===== src/rtl/rs_iss_sched_pkg.sv =====
// Shared definitions for the reservation-station scheduler: FU class
// encodings, select-field width and the default entry count.
package rs_iss_sched_pkg;

    localparam int FU_SEL_W   = 3;
    localparam int RS_NUM_DEF = 16;

    // FU class carried in each entry's select field; class k of the
    // scheduler corresponds to encoding k+1, NONE never requests issue.
    typedef enum logic [FU_SEL_W-1:0] {
        FU_SEL_NONE = 3'd0,
        FU_SEL_ALU  = 3'd1,
        FU_SEL_MULT = 3'd2,
        FU_SEL_MEM  = 3'd3,
        FU_SEL_BR   = 3'd4
    } fu_class_e;

endpackage


===== src/rtl/rs_iss_sched_rr_arb.sv =====
// Rotating-priority arbiter: the request vector is unrolled twice, bits
// below the pointer in the lower copy are masked off, and the lowest set
// bit of the result wins. With ptr tied to zero it is a plain
// fixed-priority (lowest index first) encoder.
module rr_arb #(
    parameter int N     = 16,
    parameter int IDX_W = 4
) (
    input  logic [N-1:0]     req,
    input  logic [IDX_W-1:0] ptr,
    output logic [N-1:0]     gnt,
    output logic [IDX_W-1:0] idx,
    output logic             vld
);

    logic [2*N-1:0] dbl_s;

    // Build the double-width request vector with positions before ptr removed
    always_comb begin
        dbl_s = '0;
        for (int j = 0; j < 2*N; j++) begin
            dbl_s[j] = req[j % N] && (j >= int'(ptr));
        end
    end

    // Priority-encode the lowest surviving bit and fold it back into [0, N)
    always_comb begin
        vld = 1'b0;
        idx = '0;
        for (int j = 0; j < 2*N; j++) begin
            if (!vld && dbl_s[j]) begin
                vld = 1'b1;
                idx = IDX_W'(j % N);
            end else begin
                idx = idx;
            end
        end
    end

    // Expand the winning index to a one-hot grant
    always_comb begin
        gnt = '0;
        for (int i = 0; i < N; i++) begin
            gnt[i] = vld && (idx == IDX_W'(i));
        end
    end

endmodule


===== src/rtl/rs_iss_sched.sv =====
// Reservation-station allocation and issue scheduler. One free entry is
// picked per cycle for dispatch (lowest index first); each FU class picks
// one ready entry with its own round-robin pointer and issues it when the
// FU accepts. Branch recovery blocks both load and issue for the cycle.
module rs_iss_sched
    import rs_iss_sched_pkg::*;
#(
    parameter  int RS_NUM   = RS_NUM_DEF,
    parameter  int FU_NUM   = 4,
    localparam int RS_IDX_W = $clog2(RS_NUM)
) (
    input  logic                         clk,
    input  logic                         rst,
    input  logic [RS_NUM-1:0]            ent_avail_i,
    input  logic [RS_NUM-1:0]            ent_rdy_i,
    input  logic [RS_NUM*FU_SEL_W-1:0]   ent_fu_sel_i,
    input  logic                         disp_vld_i,
    input  logic [FU_NUM-1:0]            fu_rdy_i,
    input  logic                         br_recovery_i,
    output logic [RS_NUM-1:0]            ent_load_o,
    output logic                         disp_stall_o,
    output logic [RS_NUM-1:0]            ent_iss_en_o,
    output logic [FU_NUM-1:0]            fu_iss_vld_o,
    output logic [FU_NUM*RS_IDX_W-1:0]   fu_iss_idx_o,
    output logic [RS_IDX_W:0]            free_cnt_o
);

    logic [FU_NUM-1:0][RS_IDX_W-1:0] rr_ptr_r;
    logic [FU_NUM-1:0][RS_IDX_W-1:0] rr_ptr_nxt_s;
    logic [FU_NUM-1:0][RS_NUM-1:0]   gnt_s;
    logic [FU_NUM-1:0][RS_IDX_W-1:0] iss_idx_s;
    logic [FU_NUM-1:0]               iss_vld_s;
    logic [RS_NUM-1:0]               iss_en_s;
    logic [RS_NUM-1:0]               ent_load_s;
    logic [RS_NUM-1:0]               alloc_gnt_s;
    logic [RS_IDX_W-1:0]             alloc_idx_s;
    logic                            alloc_vld_s;
    logic                            alloc_unused_s;
    logic                            issue_ok_s;
    logic [RS_IDX_W:0]               free_cnt_r;
    logic [RS_IDX_W:0]               free_nxt_s;
    int                              free_sum_s;

    function automatic int popcnt(input logic [RS_NUM-1:0] v);
        int c;
        c = 0;
        for (int i = 0; i < RS_NUM; i++) begin
            c = c + (v[i] ? 32'sd1 : 32'sd0);
        end
        return c;
    endfunction

    assign issue_ok_s = !rst && !br_recovery_i;

    // Allocation: lowest-index free entry
    rr_arb #(.N(RS_NUM), .IDX_W(RS_IDX_W)) u_alloc (
        .req (ent_avail_i),
        .ptr ({RS_IDX_W{1'b0}}),
        .gnt (alloc_gnt_s),
        .idx (alloc_idx_s),
        .vld (alloc_vld_s)
    );
    assign alloc_unused_s = ^alloc_idx_s;

    assign ent_load_s   = (issue_ok_s && disp_vld_i) ? alloc_gnt_s : '0;
    assign disp_stall_o = !rst && (br_recovery_i || !alloc_vld_s);
    assign ent_load_o   = ent_load_s;

    for (genvar k = 0; k < FU_NUM; k++) begin : g_fu
        logic [RS_NUM-1:0]   req_s;
        logic [RS_NUM-1:0]   arb_gnt_s;
        logic [RS_IDX_W-1:0] arb_idx_s;
        logic                arb_vld_s;

        // An entry requests its class once occupied, ready and tagged k+1
        always_comb begin
            req_s = '0;
            for (int i = 0; i < RS_NUM; i++) begin
                req_s[i] = ent_rdy_i[i] && !ent_avail_i[i] &&
                           (ent_fu_sel_i[i*FU_SEL_W +: FU_SEL_W] == FU_SEL_W'(k + 1));
            end
        end

        rr_arb #(.N(RS_NUM), .IDX_W(RS_IDX_W)) u_arb (
            .req (req_s),
            .ptr (rr_ptr_r[k]),
            .gnt (arb_gnt_s),
            .idx (arb_idx_s),
            .vld (arb_vld_s)
        );

        assign iss_vld_s[k] = issue_ok_s && arb_vld_s && fu_rdy_i[k];
        assign gnt_s[k]     = iss_vld_s[k] ? arb_gnt_s : '0;
        assign iss_idx_s[k] = iss_vld_s[k] ? arb_idx_s : '0;
    end

    // Merge per-class grants into the entry issue strobe
    always_comb begin
        iss_en_s = '0;
        for (int k = 0; k < FU_NUM; k++) begin
            iss_en_s = iss_en_s | gnt_s[k];
        end
    end

    assign ent_iss_en_o = iss_en_s;
    assign fu_iss_vld_o = iss_vld_s;
    assign fu_iss_idx_o = iss_idx_s;

    // Pointer moves just past a granted entry; otherwise it holds
    always_comb begin
        rr_ptr_nxt_s = rr_ptr_r;
        for (int k = 0; k < FU_NUM; k++) begin
            if (iss_vld_s[k]) begin
                rr_ptr_nxt_s[k] = (iss_idx_s[k] == RS_IDX_W'(RS_NUM - 1)) ?
                                  '0 : iss_idx_s[k] + RS_IDX_W'(1);
            end else begin
                rr_ptr_nxt_s[k] = rr_ptr_r[k];
            end
        end
    end

    // Round-robin pointer state
    always_ff @(posedge clk) begin
        if (rst) begin
            rr_ptr_r <= '0;
        end else begin
            rr_ptr_r <= rr_ptr_nxt_s;
        end
    end

    // Free count after this cycle's load and issues, clamped to [0, RS_NUM]
    always_comb begin
        free_sum_s = popcnt(ent_avail_i) - ((|ent_load_s) ? 32'sd1 : 32'sd0) + popcnt(iss_en_s);
        if (free_sum_s < 32'sd0) begin
            free_nxt_s = '0;
        end else if (free_sum_s > RS_NUM) begin
            free_nxt_s = (RS_IDX_W + 1)'(RS_NUM);
        end else begin
            free_nxt_s = (RS_IDX_W + 1)'(free_sum_s);
        end
    end

    // Registered free-entry count
    always_ff @(posedge clk) begin
        if (rst) begin
            free_cnt_r <= (RS_IDX_W + 1)'(RS_NUM);
        end else begin
            free_cnt_r <= free_nxt_s;
        end
    end

    assign free_cnt_o = free_cnt_r;

endmodule


===== config.mk =====
export PLATFORM = sky130hd
export DESIGN_NAME = rs_iss_sched
export DESIGN_NICKNAME = d
export VERILOG_FILES = /design/src/rtl/rs_iss_sched_pkg.sv /design/src/rtl/rs_iss_sched_rr_arb.sv /design/src/rtl/rs_iss_sched.sv
export SDC_FILE = /design/constraint.sdc
export NUM_CORES = 1
export LEC_CHECK = 0
export CORE_ASPECT_RATIO = 1.5
export CORE_MARGIN = 4
export CORE_UTILIZATION = 45
export CTS_BUF_LIST = sky130_fd_sc_hd__clkbuf_4
export DETAILED_ROUTE_END_ITERATION = 8
export PLACE_DENSITY_LB_ADDON = 0.2
export SYNTH_ARGS = -nofsm -noshare
export SYNTH_HDL_FRONTEND = slang
export SYNTH_HIERARCHICAL = 1
export SYNTH_SLANG_ARGS = --single-unit

===== constraint.sdc =====
create_clock -name clk -period 10.6 [get_ports clk]
set_input_delay 2.12 -clock clk [delete_from_list [all_inputs] [get_ports clk]]
set_output_delay 2.12 -clock clk [all_outputs]
set_load 0.02 [all_outputs]

=== After elaboration in Yosys (flattened, before gate mapping) ===
Index checks and enable logic that the tools add are counted.

* Bitwise gates (word level): 3
* Reductions and logical operators: 568
* $lt $le $gt $ge: 62
* Eq/ne operators: 143
* $add $sub $neg: 36
* Muxes and demuxes: 363

{| class="wikitable"
|+ Operators with widths
! kind !! count
|-
| two-way mux 4 bit || 158
|-
| logical AND 1 bit || 386
|-
| two-way mux 1 bit || 198
|-
| == test 4 bit, second input constant || 44
|-
| zero test 1 bit || 174
|-
| greater-or-equal comparator 4 bit, first input constant || 28
|-
| == test 3 x 2 -> 1 bit, second input constant || 32
|-
| == test 4 x 3 -> 1 bit, second input constant || 20
|-
| two-way mux 16 bit || 5
|-
| greater-or-equal comparator 3 x 4 -> 1 bit, first input constant || 16
|-
| == test 3 x 1 -> 1 bit, second input constant || 16
|-
| == test 3 bit, second input constant || 16
|-
| OR 16 bit || 3
|-
| == test 4 x 2 -> 1 bit, second input constant || 10
|-
| adder 15 x 1 -> 16 bit || 2
|-
| greater-or-equal comparator 1 x 4 -> 1 bit, first input constant || 8
|-
| greater-or-equal comparator 2 x 4 -> 1 bit, first input constant || 8
|-
| adder 14 x 1 -> 15 bit || 2
|-
| adder 13 x 1 -> 14 bit || 2
|-
| adder 12 x 1 -> 13 bit || 2
|-
| adder 11 x 1 -> 12 bit || 2
|-
| adder 10 x 1 -> 11 bit || 2
|-
| adder 9 x 1 -> 10 bit || 2
|-
| == test 4 x 1 -> 1 bit, second input constant || 5
|-
| other kinds (18) || 34
|}

* Logic and storage cells: 1181
* Input bits: 88
* Register bits after elaboration: 21
* Output and inout bits: 58

=== Logic depth before layout (Yosys ltp) ===
Gate-level depths: netlist of run 1.

* Word-level depth: 124
* Depth in mapped cells: 34
* Gate-level depth less buffers: 33

=== By module ===
Netlist of run 1, hierarchy kept.

{| class="wikitable"
|+ Modules (own cells, without submodules)
! module !! area each (sq um) !! times used !! seq. area each (sq um) !! cells each
|-
| rr_arb || 893.4 || 5 || 0.0 || 137
|-
| rs_iss_sched || 3429.5 || 1 || 420.4 || 461
|}

=== Worst setup path after synthesis of run 1 ===
OpenSTA, ideal clock, no wires.

* Path type: input-to-reg
* Start point: input ent_avail_i[11]
* End point: register free_cnt_r[0] (netlist: free_cnt_o[0])
* Cell stages on the path: 27
* Path buffers: 0
* Setup slack: 1.329 ns
* Data required time: 10.514 ns
* Arrival time: 9.186 ns
* Setup time: 0.086 ns
* Cell sequence: nand2b_1 -> nor4b_1 -> nand4b_1 -> o211ai_2 -> and3_1 -> a31o_4 -> nor4_4 -> inv_4 -> nor3_1 -> a22oi_1 -> and2_1 -> fa_1 -> inv_1 -> fa_1 -> inv_1 -> fa_1 -> inv_1 -> fa_1 -> ha_1 -> fa_1 -> xor2_1 -> ha_1 -> o21a_1 -> a2111oi_2 -> a211oi_1 -> or3b_4 -> a211oi_1

* Elaborated cells on any way between the ends: 645
* Those cells by class: add/sub (22); order compare (2); eq/ne (75); mux (233); bitwise (3); reduce/logical (310)

{| class="wikitable"
|+ RTL lines
! element !! RTL line !! source
|-
| start, declared || rs_iss_sched.sv:14 || <nowiki>input logic [RS_NUM-1:0] ent_avail_i,</nowiki>
|-
| zero test 1 bit * || rs_iss_sched.sv:79 || <nowiki>req_s[i] = ent_rdy_i[i] && !ent_avail_i[i] &&</nowiki>
|-
| logical AND 1 bit * (2 in a row) || rs_iss_sched.sv:79 ||
|-
| via g_fu[3].req_s[11] || rs_iss_sched.sv:70 || <nowiki>logic [RS_NUM-1:0] req_s;</nowiki>
|-
| logical AND 1 bit || rs_iss_sched_rr_arb.sv:22 || <nowiki>dbl_s[j] = req[j % N] && (j >= int'(ptr));</nowiki>
|-
| logical AND 1 bit || rs_iss_sched_rr_arb.sv:31 || <nowiki>if (!vld && dbl_s[j]) begin</nowiki>
|-
| two-way mux 1 bit || rs_iss_sched_rr_arb.sv:31 ||
|-
| zero test 1 bit || rs_iss_sched_rr_arb.sv:31 ||
|-
| logical AND 1 bit || rs_iss_sched_rr_arb.sv:31 ||
|-
| [58 not listed] || n/a ||
|-
| via g_fu[3].arb_idx_s[0] || rs_iss_sched.sv:72 || <nowiki>logic [RS_IDX_W-1:0] arb_idx_s;</nowiki>
|-
| [2 not listed] || n/a ||
|-
| via g_fu[3].arb_gnt_s[0] || rs_iss_sched.sv:71 || <nowiki>logic [RS_NUM-1:0] arb_gnt_s;</nowiki>
|-
| [13 not listed] || n/a ||
|-
| adder 11 x 1 -> 12 bit * || rs_iss_sched.sv:48 || <nowiki>c = c + (v[i] ? 32'sd1 : 32'sd0);</nowiki>
|-
| adder 12 x 1 -> 13 bit * || rs_iss_sched.sv:48 ||
|-
| adder 13 x 1 -> 14 bit * || rs_iss_sched.sv:48 ||
|-
| adder 14 x 1 -> 15 bit * || rs_iss_sched.sv:48 ||
|-
| adder 15 x 1 -> 16 bit * || rs_iss_sched.sv:48 ||
|-
| adder 17 x 17 -> 18 bit * || rs_iss_sched.sv:133 || <nowiki>free_sum_s = popcnt(ent_avail_i) - ((|ent_load_s) ? 32'sd1 : 32'sd0) + popcnt(iss_en_s);</nowiki>
|-
| less-than comparator 18 x 1 -> 1 bit / > comparator 18 x 6 -> 1 bit (equally long branches) || rs_iss_sched.sv:134, rs_iss_sched.sv:136 ||
|-
| OR reduction 3 bit (no line) || n/a ||
|-
| end signal, assigned || rs_iss_sched.sv:146 || <nowiki>free_cnt_r <= (RS_IDX_W + 1)'(RS_NUM);</nowiki>
|-
| end signal, assigned || rs_iss_sched.sv:148 || <nowiki>free_cnt_r <= free_nxt_s;</nowiki>
|-
| end, declared || rs_iss_sched.sv:40 || <nowiki>logic [RS_IDX_W:0] free_cnt_r;</nowiki>
|}

Mark *: on every way through the listed nets, which the timed path passes. The rest lies on a longest branch.
A chain may end at the register's enable or synchronous reset.

=== Final worst setup path of run 1 ===
* Start point: input ent_avail_i[3]
* End point: register free_cnt_r[2] (netlist: free_cnt_o[2])

* Elaborated cells on any way between the ends: 813
* Those cells by class: add/sub (30); order compare (2); eq/ne (75); mux (313); bitwise (3); reduce/logical (390)

{| class="wikitable"
|+ RTL lines
! element !! RTL line
|-
| zero test 1 bit * || rs_iss_sched.sv:79
|-
| logical AND 1 bit * (2 in a row) || rs_iss_sched.sv:79
|-
| via g_fu[3].req_s[3] || rs_iss_sched.sv:70
|-
| logical AND 1 bit || rs_iss_sched_rr_arb.sv:22
|-
| logical AND 1 bit || rs_iss_sched_rr_arb.sv:31
|-
| two-way mux 1 bit || rs_iss_sched_rr_arb.sv:31
|-
| zero test 1 bit || rs_iss_sched_rr_arb.sv:31
|-
| logical AND 1 bit || rs_iss_sched_rr_arb.sv:31
|-
| [84 not listed] || n/a
|-
| via g_fu[3].arb_gnt_s[5] || rs_iss_sched.sv:71
|-
| [9 not listed] || n/a
|-
| adder 11 x 1 -> 12 bit * || rs_iss_sched.sv:48
|-
| adder 12 x 1 -> 13 bit * || rs_iss_sched.sv:48
|-
| adder 13 x 1 -> 14 bit * || rs_iss_sched.sv:48
|-
| adder 14 x 1 -> 15 bit * || rs_iss_sched.sv:48
|-
| adder 15 x 1 -> 16 bit * || rs_iss_sched.sv:48
|-
| adder 17 x 17 -> 18 bit * || rs_iss_sched.sv:133
|-
| less-than comparator 18 x 1 -> 1 bit / > comparator 18 x 6 -> 1 bit (equally long branches) || rs_iss_sched.sv:134, rs_iss_sched.sv:136
|-
| OR reduction 3 bit (no line) || n/a
|}

Marked as above.

==> results of run 1 <==
[flip-flops by register name, indices dropped and copies added (netlist names)]
register	flops
free_cnt_o	5
rr_ptr_r	16
[per-stage QoR]
stage               hold slack (ns)  worst slack [ns]  instances
floorplan                     0.509              1.33       1164
global placement              0.709             0.337       1545
detailed placement            0.715             0.207       1545
CTS                           0.734             0.534       1549
global route                  0.787            0.0352       1549
finish                        0.736             0.468       1549
[placed cells by master (no fill, tap or decap), drive strengths merged, types with 7 or more instances in the layout]
master	n
a211oi	40
inv	100
a21bo	10
a2111oi	7
and2	29
nand3	49
a31o	10
o21bai	10
dfxtp	21
nor3	83
xnor2	8
conb	21
nor2b	17
o31ai	10
a22oi	32
a31oi	8
a21o	9
and3	49
nand4b	13
nor2	104
nor4b	39
fa	22
nor4	24
nand4	11
nand2	102
o21a	18
o21ai	71
a21oi	48
ha	27
o22ai	15
nand2b	13
nand3b	16
buf	65
a21boi	21
clkdlybuf4s50	145
[tightest hold or removal path: stages, from the launching register on]
cell      delay [ns]
dfxtp_1         0.50
nor2_1          0.16
a211oi_1        0.05
[final cells by class]
type | instances | area [sq um]
fill | 1735 | 7310
tap | 213 | 267
multi-input combinational | 1001 | 6920
clock inverter | 1 | 5.00
sequential | 21 | 420
clock buffer | 3 | 22.5
inverter | 100 | 388
timing repair buffer | 210 | 1940
[layer usage]
layer  part of all wire [%]  up-vias  GRT usage [%]
met3                    6.5      152           4.59
met1                     34     4556           30.2
met2                     51      437           55.7
met5                      0        -              0
met4                    8.1        0           20.5
li1                       -     4668              -
[path summary, 6_finish.rpt]
| path | from | end |
|---|---|---|
| setup / recovery | ent_avail_i[3] | free_cnt_o[2]$_SDFF_PP0_ |
| hold / removal | rr_ptr_r[14]$_SDFFE_PP0N_ | rr_ptr_r[14]$_SDFFE_PP0N_ |
| setup reg to reg | rr_ptr_r[3]$_SDFFE_PP0N_ | free_cnt_o[2]$_SDFF_PP0_ |
| hold reg to reg | rr_ptr_r[14]$_SDFFE_PP0N_ | rr_ptr_r[14]$_SDFFE_PP0N_ |
[power breakdown]
part / internal (W) / total, W / leakage [nW] / switching [W]
logic: 0.000284 / 0.000666 / 3.78 / 0.000382
clock network: 0.0000142 / 0.0000469 / 0.0177 / 0.0000327
registers: 0.0000897 / 0.000105 / 0.171 / 0.0000153
==> flow_metrics.env, run 1 <==
export IMPL_max_slew_margin_pct=35.0
export IMPL_drtIter0Drc=754
export IMPL_netlist_area_sq_um=7890
export IMPL_cp_arrival_ns=10.40
export IMPL_yosysWarnings=6
export IMPL_fmax_mhz=98.7
export IMPL_grt_pass1_vias=9740
export IMPL_cts_sinks=21
export IMPL_grt_first_pass_wirelength_mm=47.5
export IMPL_row_count=59
export IMPL_dp_hpwl_mm=25.7
export IMPL_core_sq_um=17300
export IMPL_worstSkewPairLatency_ns=0.34
export IMPL_leakage_nw=3.96
export IMPL_start_util_pct=45.7
export IMPL_whs_path_depth=2
export IMPL_drc=0
export IMPL_crit_cells=31
export IMPL_fin_area_sq_um=9960
export IMPL_cts_max_level=1
export IMPL_cts_tree="done"
export IMPL_report_final_slew_viol_count=0
export IMPL_max_stage_delay_ns=0.54
export IMPL_gp_congestion=0.973
export IMPL_clkSlewWorstSetupHoldPaths_ns=0.16
export IMPL_period_minus_slack_ns=10.13
export IMPL_hold_class="flop to flop"
export IMPL_required_ns=10.87
export IMPL_ant_nets=0
export IMPL_pwr_density_cell_nw_per_um2=82.2
export IMPL_critical_path_max_fanout=7
export IMPL_cp_start_kind="input pin"
export IMPL_drive_gt1_share_pct=12.1
export IMPL_path_common_cell="fa_1"
export IMPL_grt_antenna_before_repair=0
export IMPL_critPathKind="input pin to flop"
export IMPL_rsz0062_at_grt="false"
export IMPL_finalCritPeriodShare_pct=95.6
export IMPL_critPathTopFamily="simple AND/OR/NAND/NOR gates"
export IMPL_setup_tns_ns=0
export IMPL_placed_area_sq_um=9930
export IMPL_crit_buf_inv=7
export IMPL_cts_root_buf="clkbuf_4"
export IMPL_cts_max_path_buffers=2
export IMPL_die_w_um=116
export IMPL_nets=1474
export IMPL_worst_slew_pin_slew_ns=0.972
export IMPL_fin_util_pct=57.7
export IMPL_cts_resized_gates=0
export IMPL_slowest_stage="clkdlybuf4s50_1"
export IMPL_die_h_um=170
export IMPL_die_area_sq_um=19800
export IMPL_status="completed"
export IMPL_avgSynthCellArea_sq_um=6.90
export IMPL_portBuffers=145
export IMPL_area_growth_pct=26.2
export IMPL_hold_buffers=0
export IMPL_num_antenna_cells=0
export IMPL_drv_cap=0
export IMPL_syn_inst=1144
export IMPL_top_level_ports=146
export IMPL_setup_viol=0
export IMPL_rrSetupSlack_ns=2.35
export IMPL_wire_per_inst_um=19.7
export IMPL_reg2regPathDepth=26
export IMPL_vias_per_cell=6.34
export IMPL_finalHoldViolCount=0
export IMPL_first_pass_iters=6
export IMPL_wl_mm=30.6
export IMPL_grt_overflow=0
export IMPL_grt_usage_pct=30.1
export IMPL_grt_max_degree=19
export IMPL_fin_skew_ns=0.0156
export IMPL_post_cts_setup_buffers=0
export IMPL_vias=9813
export IMPL_cts_made_buffers=3
export IMPL_endpoint_kind="flop"
export IMPL_peakVddDrop_uv=107
export IMPL_fin_total_pwr_w=0.000818
(Power assumes the default switching activity.)
==> run 2, diff against run 1 <==
- CORE_ASPECT_RATIO: 1.5 -> 1.4
==> run 2 against run 1 <==
Clock skew is 0.0024 ns higher. Hold slack better by 0.012 ns. Routed wire length is 1.5% lower. Critical path depth stayed put. Register-to-register slack better by 0.03 ns. First-iteration DRC count is 2.1% higher. Cell count is 1.4% higher. Non-clock buffer count is 3 lower. Highest routed layer unchanged.
==> flow_metrics.env, run 2 (synthesis results as in run 1) <==
export IMPL_rr_startpoint="rr_ptr_r[3]$_SDFFE_PP0N_"
export IMPL_critPathKind="input pin to flop"
export IMPL_regMostFlops="rr_ptr_r"
export IMPL_worst_slew_pin_slew_ns=0.855
export IMPL_area_growth_pct=26.5
export IMPL_period_minus_slack_ns=10.29
export IMPL_required_ns=10.85
export IMPL_peakVddDrop_uv=98.9
export IMPL_reg2regPathDepth=27
export IMPL_cts_max_level=1
export IMPL_row_count=57
export IMPL_cts_sinks=21
export IMPL_setup_tns_ns=0
export IMPL_fin_util_pct=57.8
export IMPL_leakage_nw=3.95
export IMPL_status="completed"
export IMPL_die_w_um=120
export IMPL_endpoint_kind="flop"
export IMPL_start_util_pct=45.7
export IMPL_first_pass_iters=6
export IMPL_drv_cap=0
export IMPL_finalWorstSetupSlack_ns=0.313
export IMPL_core_sq_um=17300
export IMPL_min_to="rr_ptr_r[14]$_SDFFE_PP0N_"
export IMPL_whs_ns=0.748
export IMPL_critical_path_max_fanout=5
export IMPL_dp_hpwl_mm=25.1
export IMPL_wl_mm=30.1
export IMPL_rrSetupSlack_ns=2.38
export IMPL_placed_area_sq_um=9940
export IMPL_cts_made_buffers=3
export IMPL_drive_gt1_share_pct=12.0
export IMPL_dp_slack_ns=0.133
export IMPL_cts_tree="done"
export IMPL_nets=1471
export IMPL_setup_viol=0
export IMPL_vias_per_cell=6.18
export IMPL_drc=0
export IMPL_cts_max_path_buffers=2
export IMPL_fin_skew_ns=0.0180
export IMPL_finalHoldViolCount=0
export IMPL_grt_overflow=0
export IMPL_worstSkewPairLatency_ns=0.35
export IMPL_grt_usage_pct=29.7
export IMPL_post_cts_setup_buffers=0
export IMPL_gp_congestion=0.998
export IMPL_max_stage_delay_ns=0.57
export IMPL_top_level_ports=146
export IMPL_cp_start_kind="input pin"
export IMPL_slowest_stage="fa_1"
export IMPL_grt_antenna_before_repair=0
export IMPL_grt_max_degree=21
export IMPL_fin_area_sq_um=9980
export IMPL_max_slew_margin_pct=42.2
export IMPL_grt_first_pass_wirelength_mm=47.4
export IMPL_cts_root_buf="clkbuf_4"
export IMPL_die_h_um=165
export IMPL_finalCritPeriodShare_pct=97.0
export IMPL_fmax_mhz=97.2
export IMPL_worstReg2RegEnd="free_cnt_o[2]$_SDFF_PP0_"
export IMPL_portBuffers=145
export IMPL_report_final_slew_viol_count=0
export IMPL_rsz0062_at_grt="false"
export IMPL_largest_reg_flops=16
export IMPL_vias=9707
export IMPL_min_from="rr_ptr_r[14]$_SDFFE_PP0N_"
export IMPL_final_common_cell="clkdlybuf4s50_1"
export IMPL_path_common_cell="fa_1"
export IMPL_hold_class="flop to flop"
export IMPL_pwr_density_cell_nw_per_um2=82.7
export IMPL_whs_path_depth=2
export IMPL_cp_arrival_ns=10.54
export IMPL_wire_per_inst_um=19.2
export IMPL_ant_nets=0
export IMPL_final_cell_mix="clkdlybuf4s50_1 (145), nand2_1 (102), nor2_1 (99), inv_1 (90), nor3_1 (78)"
export IMPL_drtIter0Drc=770
export IMPL_grt_pass1_vias=9398
export IMPL_die_area_sq_um=19700
export IMPL_clkSlewWorstSetupHoldPaths_ns=0.13
[run 2: worst max path at each step]
stage                    start                  endpoint  slack, ns  cells after the start
3_5_place_dp    ent_avail_i[8]  free_cnt_o[2]$_SDFF_PP0_       0.13                     31
4_1_cts         ent_avail_i[8]  free_cnt_o[2]$_SDFF_PP0_       0.48                     31
5_1_grt         ent_avail_i[3]  free_cnt_o[2]$_SDFF_PP0_       0.02                     30
6_report        ent_avail_i[8]  free_cnt_o[2]$_SDFF_PP0_       0.31                     31
3_3_place_gp    ent_avail_i[8]  free_cnt_o[4]$_SDFF_PP1_       0.26                     32
2_1_floorplan  ent_avail_i[11]  free_cnt_o[0]$_SDFF_PP0_       1.33                     27
[run 2: routing by layer]
metal / global-route usage (%) / vias up / share of wire [%]
met1: 32.2 / 4522 / 37
li1: - / 4664 / -
met3: 3.80 / 112 / 5.8
met4: 16.2 / 0 / 6.2
met5: 0 / - / 0
met2: 55.6 / 409 / 51
[run 2: layout make-up]
| class | count | area, sq um |
|---|---|---|
| diodes | 1 | 2.50 |
| clock buffers | 4 | 30.0 |
| fillers | 1731 | 7280 |
| inverters | 100 | 388 |
| multi-input cells | 1001 | 6930 |
| flip-flops and latches | 21 | 420 |
| well taps | 236 | 295 |
| repair buffers | 207 | 1920 |
[run 2: power breakdown]
part / switching (W) / internal, W
registers: 0.0000151 / 0.0000897
clock network: 0.0000314 / 0.0000174
logic: 0.000385 / 0.000286
total: 0.000432 / 0.000393
[run 2: worst max-delay path, delay by kind of cell]
| family | cells | cell delay (ns) |
|---|---|---|
| adder cells (fa/ha/maj) | 9 | 3.49 |
| AO/OA/AOI/OAI | 9 | 2.15 |
| AND/OR/NAND/NOR | 9 | 1.94 |
| buffers and inverters | 4 | 0.81 |
[run 2: repair_timing]
action,4_1_cts,5_1_grt
endpoints found under the hold margin,0,0
endpoints found under the setup margin,0,2
gates resized for setup,0,2
hold buffers,0,0
[run 2: metrics by stage]
stage               std cells  total power [W]
global route             1569         0.000899
CTS                      1569         0.000820
floorplan                1164         0.000546
finish                   1570         0.000825
global placement         1565         0.000761
detailed placement       1565         0.000767
